File: src/rtl/store_buffer.sv
// Posted-write buffer between the core data port and data memory: queues stores,
// coalesces repeat stores to the youngest word, and forwards queued data to loads.
module store_buffer #(
    parameter int DEPTH = 4,
    parameter int AW    = 32,
    parameter int DW    = 32
) (
    input  logic                     clk,
    input  logic                     reset,
    input  logic                     memwrite,
    input  logic [AW-1:0]            dataadr,
    input  logic [DW-1:0]            writedata,
    input  logic                     memread,
    output logic                     stall,
    output logic                     fwd_hit,
    output logic [DW-1:0]            fwd_data,
    output logic                     mem_we,
    output logic [AW-1:0]            mem_adr,
    output logic [DW-1:0]            mem_wd,
    input  logic                     mem_ack,
    output logic                     empty,
    output logic [$clog2(DEPTH):0]   count
);

    localparam int PW = $clog2(DEPTH);
    localparam int CW = PW + 1;

    logic [AW-3:0] r_adr  [DEPTH];
    logic [DW-1:0] r_data [DEPTH];
    logic [PW-1:0] r_head;
    logic [PW-1:0] r_tail;
    logic [CW-1:0] r_count;

    logic          w_mem_we;
    logic          w_pop;
    logic          w_full;
    logic          w_coalesce;
    logic          w_push;
    logic [PW-1:0] w_young;
    logic [AW-3:0] w_word;
    logic          w_match;
    logic [DW-1:0] w_match_data;

    assign w_word   = dataadr[AW-1:2];
    assign w_young  = r_tail - PW'(1);
    assign w_mem_we = (r_count != '0);
    assign w_pop    = w_mem_we & mem_ack;
    assign w_full   = (r_count == CW'(DEPTH));

    // The youngest entry may only absorb a store if it is not leaving this cycle.
    assign w_coalesce = memwrite && w_mem_we && (r_adr[w_young] == w_word)
                        && !(w_pop && (w_young == r_head));
    assign w_push     = memwrite && !w_coalesce && (!w_full || w_pop);
    assign stall      = memwrite && w_full && !w_coalesce && !w_pop;

    always_ff @(posedge clk or posedge reset) begin
        if (reset) begin
            r_head  <= '0;
            r_tail  <= '0;
            r_count <= '0;
            for (int i = 0; i < DEPTH; i++) begin
                r_adr[i]  <= '0;
                r_data[i] <= '0;
            end
        end else begin
            if (w_coalesce) begin
                r_data[w_young] <= writedata;
            end
            if (w_push) begin
                r_adr[r_tail]  <= w_word;
                r_data[r_tail] <= writedata;
                r_tail         <= r_tail + PW'(1);
            end
            if (w_pop) begin
                r_head <= r_head + PW'(1);
            end
            if (w_push && !w_pop) begin
                r_count <= r_count + CW'(1);
            end else if (w_pop && !w_push) begin
                r_count <= r_count - CW'(1);
            end
        end
    end

    // Walk oldest to youngest so the last match seen is the youngest one.
    always_comb begin
        w_match      = 1'b0;
        w_match_data = '0;
        for (int k = 0; k < DEPTH; k++) begin
            if ((CW'(k) < r_count) && (r_adr[r_head + PW'(k)] == w_word)) begin
                w_match      = 1'b1;
                w_match_data = r_data[r_head + PW'(k)];
            end
        end
    end

    assign fwd_hit  = memread & w_match;
    assign fwd_data = fwd_hit ? w_match_data : '0;

    assign mem_we  = w_mem_we;
    assign mem_adr = {r_adr[r_head], 2'b00};
    assign mem_wd  = r_data[r_head];
    assign empty   = (r_count == '0);
    assign count   = r_count;

endmodule

File: config.mk
export PLATFORM = sky130hd
export DESIGN_NAME = store_buffer
export DESIGN_NICKNAME = d
export VERILOG_FILES = /design/src/rtl/store_buffer.sv
export SDC_FILE = /design/constraint.sdc
export NUM_CORES = 1
export LEC_CHECK = 0
export ABC_AREA = 0
export BUFFER_PORTS_ARGS = -buffer_cell sky130_fd_sc_hd__buf_2
export CORE_ASPECT_RATIO = 0.7
export CORE_MARGIN = 1.5
export CORE_UTILIZATION = 40
export CTS_CLUSTER_DIAMETER = 100
export DETAILED_ROUTE_END_ITERATION = 7
export PLACE_DENSITY_LB_ADDON = 0.25
export SLEW_MARGIN = 10
export SYNTH_ARGS = -nofsm -noshare
export SYNTH_HDL_FRONTEND = slang
export SYNTH_SLANG_ARGS = --single-unit
File: constraint.sdc
create_clock -name clk -period 9.24 [get_ports clk]
set_input_delay 0.462 -clock clk [delete_from_list [all_inputs] [get_ports clk]]
set_output_delay 0.462 -clock clk [all_outputs]
set_load 0.005 [all_outputs]
# After elaboration in Yosys (flattened, before gate mapping)
# Cells that the tools add are included.
[totals]
input_bits = 69
wordCells = 120
register_bits = 255
output_inout_bits = 103
[classes]
n_addsub = 7
n_bitwise = 8
n_lt_le_gt_ge = 12
reduce_logical = 26
n_eq_ne = 7
n_mux = 49
[op_table]
columns = ["operator", "n"]
rows = [
  ["two-way mux 32 bit", 15],
  ["two-way mux 30 bit", 11],
  ["binary-select mux 30 bit (select 2 bit)", 5],
  ["binary-select mux 32 bit (select 2 bit)", 4],
  ["bitwise mux 128 bit", 2],
  ["two-way mux 128 bit", 2],
  ["equality test 30 bit", 5],
  ["demux 32 bit (select 2 bit)", 2],
  ["bitwise mux 120 bit", 1],
  ["demux 30 bit (select 2 bit)", 1],
  ["greater-or-equal comparator 3 bit (second input constant)", 6],
  ["inverter 2 -> 3 bit", 6],
  ["logical AND 1 bit", 17],
  ["< comparator 1 x 3 -> 1 bit (first input constant)", 2],
  ["< comparator 2 x 3 -> 1 bit (first input constant)", 2],
  ["< comparator 3 x 1 -> 1 bit (second input constant)", 2],
  ["two-way mux 3 bit", 2],
  ["logical NOT 1 bit", 5],
  ["adder 2 x 1 -> 2 bit (second input constant)", 2],
  ["adder 2 bit (second input constant)", 2],
  ["two-way mux 1 bit", 4],
  ["adder 3 x 1 -> 3 bit (second input constant)", 1],
  ["equality test 3 bit (second input constant)", 1],
  ["logical NOT 3 bit", 1],
  ["7 further kinds", 8],
]

# Logic depth before layout (Yosys ltp)
[logic_depth]
ltp_word = 15
mapped_depth = 17
mapped_depth_nobuf = 12

# Worst setup path before layout
# OpenSTA, ideal clock, no wires.
[synth_path]
path_type = "register to register"
start = "register r_tail[0]"
end = "register r_data[100] (netlist bit)"
stages_incl_launch_ff = 18
path_buffers = 7
t_required_ns = 9.113
period_less_slack_ns = 4.335
t_arrival_ns = 4.208
path_slack_ns = 4.905
setup_time_ns = 0.127
path_cell_list = "dfrtp_1 > buf_2 > buf_1 > inv_1 > ha_1 > clkbuf_1 > buf_4 > mux4_2 > xnor2_1 > nand4_1 > nor4_1 > nand4_1 > and3_1 > buf_6 > a2bb2o_4 > buf_6 > buf_6 > mux2_1"
[synth_via]
elab_chain_len = 12
word_cells_on_any_way = 29
cone_classes = "add/sub: 1; order compare: 4; eq/ne: 2; mux: 11; bitwise: 2; reduce/logical: 9"
[synth_rtl]
columns = ["item", "line_no", "source"]
rows = [
  ["start: declaration", "31", "logic [PW-1:0] r_tail;"],
  ["start signal: assignment", "72", "r_tail <= r_tail + PW'(1);"],
  ["subtractor 2 x 1 -> 2 bit *", "45", "assign w_young = r_tail - PW'(1);"],
  ["via w_young[0]", "39", "logic [PW-1:0] w_young;"],
  ["inverter 2 -> 3 bit (implied by the code)", "51, 67", ""],
  ["binary-select mux 30 bit (select 2 bit)", "51", "assign w_coalesce = memwrite && w_mem_we && (r_adr[w_young] == w_word)"],
  ["two-way mux 30 bit (implied by the code) (2 in a row)", "51", ""],
  ["equality test 30 bit", "51", ""],
  ["logical AND 1 bit", "51", ""],
  ["logical AND 1 bit", "52", "&& !(w_pop && (w_young == r_head));"],
  ["logical NOT 1 bit", "53", "assign w_push = memwrite && !w_coalesce && (!w_full || w_pop);"],
  ["logical AND 1 bit (2 in a row)", "53", ""],
  ["two-way mux 128 bit *", "69", "if (w_push) begin"],
  ["end signal: indexed assignment", "67", "r_data[w_young] <= writedata;"],
  ["end signal: indexed assignment", "71", "r_data[r_tail] <= writedata;"],
  ["end: declaration", "29", "logic [DW-1:0] r_data [DEPTH];"],
]
# Mark *: on every way through the listed nets, which the timed path passes. The rest lies on a longest branch. The select of a mux whose other input is x is not followed.
# A chain may end at the register's enable or synchronous reset.

# Worst setup path in the final report
[layout_path]
start = "register r_head[1]"
end = "output port fwd_data[21]"
[layout_via]
elab_chain_len = 12
word_cells_on_any_way = 49
cone_classes = "add/sub: 3; eq/ne: 4; mux: 33; bitwise: 5; reduce/logical: 4"
[layout_rtl]
columns = ["item", "line_no", "source"]
rows = [
  ["start: declaration", "30", "logic [PW-1:0] r_head;"],
  ["start signal: assignment", "75", "r_head <= r_head + PW'(1);"],
  ["adder 2 x 1 -> 2 bit or inverter 2 -> 3 bit (tied branches)", "90, 92", ""],
  ["inverter 2 -> 3 bit (implied by the code) or binary-select mux 30 bit (select 2 bit) (tied branches)", "90, 92", ""],
  ["binary-select mux 30 bit (select 2 bit) or two-way mux 30 bit (tied branches)", "90", "if ((CW'(k) < r_count) && (r_adr[r_head + PW'(k)] == w_word)) begin"],
  ["two-way mux 30 bit (implied by the code)", "90", ""],
  ["two-way mux 30 bit (implied by the code) or equality test 30 bit (tied branches)", "90", ""],
  ["equality test 30 bit or logical AND 1 bit (tied branches)", "90", ""],
  ["logical AND 1 bit or two-way mux 1 bit (tied branches)", "90", ""],
  ["two-way mux 1 bit (3 in a row)", "90", ""],
  ["AND 1 bit", "97", "assign fwd_hit = memread & w_match;"],
  ["two-way mux 32 bit *", "98", "assign fwd_data = fwd_hit ? w_match_data : '0;"],
  ["end: declaration", "16", "output logic [DW-1:0] fwd_data,"],
]
# Mark *: on every way between the ends. The rest lies on a longest branch, timed or not. The select of a mux whose other input is x is not followed.

==> flow_summary.rst <==
.. list-table::
   :header-rows: 1

   * - Metric
     - Value
   * - Result of the run
     - finished, violations left
   * - Failing checks
     - negative hold slack
   * - DRT Pass-1 Iters
     - 5
   * - Sort of element at the start of the critical path
     - flop
   * - Leakage power
     - 8.56 nW
   * - Number of setup buffers added after CTS
     - 0
   * - Delay of the slowest cell on the worst path
     - 0.88 ns
   * - Sum of routed wire length over all layers
     - 61.9 mm
   * - Total GRT Usage
     - between 20% and 30%
   * - Clock-pin transition on the worst setup and hold timing paths
     - roughly 0.060 ns
   * - Critical path's most frequent cell
     - buf_4
   * - Top FF cell, synth
     - dfrtp_1
   * - Synth area leaders
     - dfrtp_1 31%, mux4_2 25%, mux2_2 11%, xnor2_1 4.6%, mux2i_1 3.8%
   * - CP Depth
     - 12
   * - Dominant delay contributor by cell family on the critical path
     - buffers and inverters
   * - Tmin final
     - around 6.6 ns
   * - Kind of path behind the tightest hold check
     - input pin to async pin
   * - Register area share after synthesis
     - a little under a third
   * - DRC marker count from the first detailed-route iteration
     - ~1,600
   * - Initial cell density of the core
     - 40.9%
   * - Average via count per standard cell
     - between 6 and 7
   * - Number of enable flip-flop cells after synthesis
     - 0
   * - Setup repair after global routing missed its margin
     - false
   * - Peak VDD IR
     - 0.210 mV
   * - Final hold viol count
     - 6
   * - First-pass GRT wire length
     - ~94 mm
   * - Core area
     - between 40,000 and 50,000 um^2
   * - Number of gates given a new drive strength after cts
     - 0
   * - Vias post-DR
     - 14,900
   * - Number of max-slew violations in the final report
     - 0
   * - Clock buffers created by TritonCTS
     - 31
   * - Final setup violation count
     - 0
   * - Grt ovf
     - 0
   * - Rel. slew slack
     - between 20% and 30%
   * - HPWL after detailed placement
     - about 40 mm
   * - Unique masters post-synth
     - 73
   * - Areal power density over the cells
     - between 400 and 500 nW/um^2
   * - Number of global-route vias before repair
     - roughly 15,000
   * - Post-synthesis average cell area
     - between 10 and 15 um^2
   * - Leading post-synthesis cells by instance count
     - 255 x dfrtp_1, 225 x mux4_2, 203 x mux2_2, 108 x nand3_1, 106 x xnor2_1
   * - Max Freq
     - approximately 150 MHz
   * - Cells after synthesis
     - 1,566
   * - Worst Path Arrival
     - 6.12 ns
   * - Count of input and output buffers
     - 167
   * - Yosys synthesis warning count
     - 0
   * - Critical Path End Type
     - output pin
   * - Insertion delay to the later sink of the worst-skew pair
     - between 0.5 and 0.6 ns
   * - Die Footprint
     - about 52,000 um^2
   * - Pre-CTS WS
     - about 3.1 ns
   * - Number of hold buffers added after CTS
     - 0
   * - Std-Cell Rows
     - slightly below 70
   * - Critical path cell sequence
     - buf_4 > mux4_2 > xnor2_1 > nand4_1 > a2111oi_0 > and2_1 > a32oi_2 > buf_4 > and3b_2 > buf_4 > a211oi_1 > buf_2
   * - CTS Root Buffer Type
     - clkbuf_16
   * - Number of antenna violations at the first check in global routing
     - 7
   * - Share of the cycle needed by the critical path after routing
     - 71.2%
   * - Count of clock tree sinks
     - about 260
   * - Required time at the endpoint of the critical path
     - 8.78 ns
   * - # fillers
     - about 4,600
   * - Detailed-route wire length per cell
     - 26.8 um
   * - ANT nets after route
     - 0
   * - Post-layout nets
     - 1,702
   * - Boundary pin count
     - around 170
   * - Maximum buffer depth of the clock tree
     - 3
   * - Final routed DRC violation total
     - 0
   * - Proportion of synthesized flip-flops having asynchronous set or reset
     - 100%
   * - CTS H-tree lvls
     - 1
   * - Setup TNS
     - 0 ns
   * - Final worst clock skew
     - 0.00990 ns
   * - CTS tree
     - built
   * - Number of register bits inferred by synthesis
     - 255
   * - Routability cong.
     - between 0.9 and 1
   * - Smallest setup slack after layout
     - 2.66 ns
   * - Vert. Die Dim
     - ~190 um
   * - Worst reg2reg path depth
     - 13
   * - Share of layout cells above drive strength 1
     - between 40% and 50%
   * - Chip width
     - 273 um
   * - Area growth, synth to finish
     - 10.1%
   * - Worst slew pin tran
     - around 1.1 ns
   * - Max-cap violations
     - 0
   * - Largest fanout of any net on the critical path
     - 48
   * - Top-count cell post-synth
     - dfrtp_1
   * - Post-synthesis cell area
     - between 20,000 and 25,000 um^2
   * - Final hold slack
     - -0.0188 ns
   * - Area share of the largest cell type after synthesis
     - a little under a third
   * - Buffering stage count on the worst path with inverters included
     - 4
   * - Maximum number of pins on one net before global-route repair
     - between 100 and 150
   * - Area leader, netlist
     - dfrtp_1
   * - WS Path Type
     - flop to output pin
   * - Slowest cell on crit path
     - dfrtp_4
-- per-layer routing --
| layer | wire length (um) | part of all wire [%] | global-route usage, % | vias up |
|---|---|---|---|---|
| met2 | 28200 | 45 | 35.0 | 580 |
| met1 | 27600 | 45 | 35.5 | 7947 |
| li1 | - | - | - | 6295 |
| met3 | 5060 | 8.2 | 4.44 | 81 |
| met5 | 24 | 0.039 | 0 | - |
| met4 | 1110 | 1.8 | 5.17 | 4 |
-- registers in the layout, summed over array words and instances, names as in the netlist --
signal	flops
r_adr	120
r_tail	2
r_head	2
count	3
r_data	128
-- cell families (layout without fill, tap and decap cells) --
logic type | after synthesis | count (layout) | share of synthesized area (%)
AND/OR/NAND/NOR | 213 | 213 | 5.60
XOR/XNOR | 128 | 128 | 5.51
buffers and inverters | 200 | 277 | 5.34
multiplexers | 569 | 569 | 43.5
adder cells (fa/ha/maj) | 13 | 13 | 0.799
other | 1 | 4 | 0.0184
AO/OA/AOI/OAI | 187 | 187 | 7.85
flip-flops | 255 | 255 | 31.3
-- cell usage in the layout (no fill, tap or decap), types with 7 or more instances in the layout --
cell | netlist | layout
mux4_2 | 225 | 225
xor2_1 | 22 | 22
ha_1 | 13 | 12
nor2_1 | 19 | 19
nand4_1 | 19 | 19
o311a_1 | 33 | 33
clkbuf_1 | 76 | 7
clkbuf_16 | 0 | 31
inv_1 | 24 | 23
o21ai_0 | 41 | 41
a22oi_1 | 7 | 7
mux2_2 | 203 | 203
a21oi_1 | 13 | 13
a211oi_2 | 30 | 30
buf_2 | 47 | 167
clkbuf_8 | 0 | 11
buf_4 | 13 | 26
dfrtp_1 | 255 | 252
xnor2_1 | 106 | 106
mux2i_1 | 78 | 78
mux2_1 | 61 | 61
nand2_1 | 24 | 24
nand3_1 | 108 | 108
-- final cells by class --
cell class,count,area [um^2],share of cell area [%]
multi-input combinational,1112,12900,57.7
sequential,255,6390,28.5
timing repair buffer,195,1070,4.78
clock buffer,49,953,4.26
tap,665,832,3.71
clock inverter,8,130,0.581
inverter,25,101,0.452
antenna,2,5.00,0.0223
-- report_power, final --
group | leakage [nW] | internal (mW) | total [mW] | switching, mW
registers | 3.02 | 1.70 | 2.50 | 0.797
clock network | 0.537 | 0.787 | 1.29 | 0.506
logic | 5.00 | 3.12 | 5.81 | 2.69
-- final timing paths --
check / from / to / slack (ns)
worst max-delay path: r_head[1] / fwd_data[21] / 2.66
worst min-delay path: reset / r_data[17] / -0.02
worst max register to register: r_tail[0] / r_adr[16] / 3.04
worst min register to register: r_adr[108] / r_adr[108] / 0.56
max in group asynchronous: reset / r_head[1] / 7.91
min in group clk: writedata[0] / r_data[96] / 0.13
-- stage by stage --
step / hold slack [ns] / cell area (um^2) / util (%) / total power [mW] / std cells
after floorplan: 0.505 / 20400 / - / 6.75 / 1567
after detailed placement: 0.542 / 21300 / 42.8 / 8.25 / 2252
after global routing: 0.0383 / 22400 / 45.0 / 10.2 / 2310
after global placement: 0.529 / 21300 / 42.8 / 8.13 / 2252
final: -0.0188 / 22400 / 45.0 / 9.60 / 2311
after CTS: 0.0240 / 22400 / 45.0 / 9.60 / 2309
No activity file was read; power rests on OpenSTA's default activity.
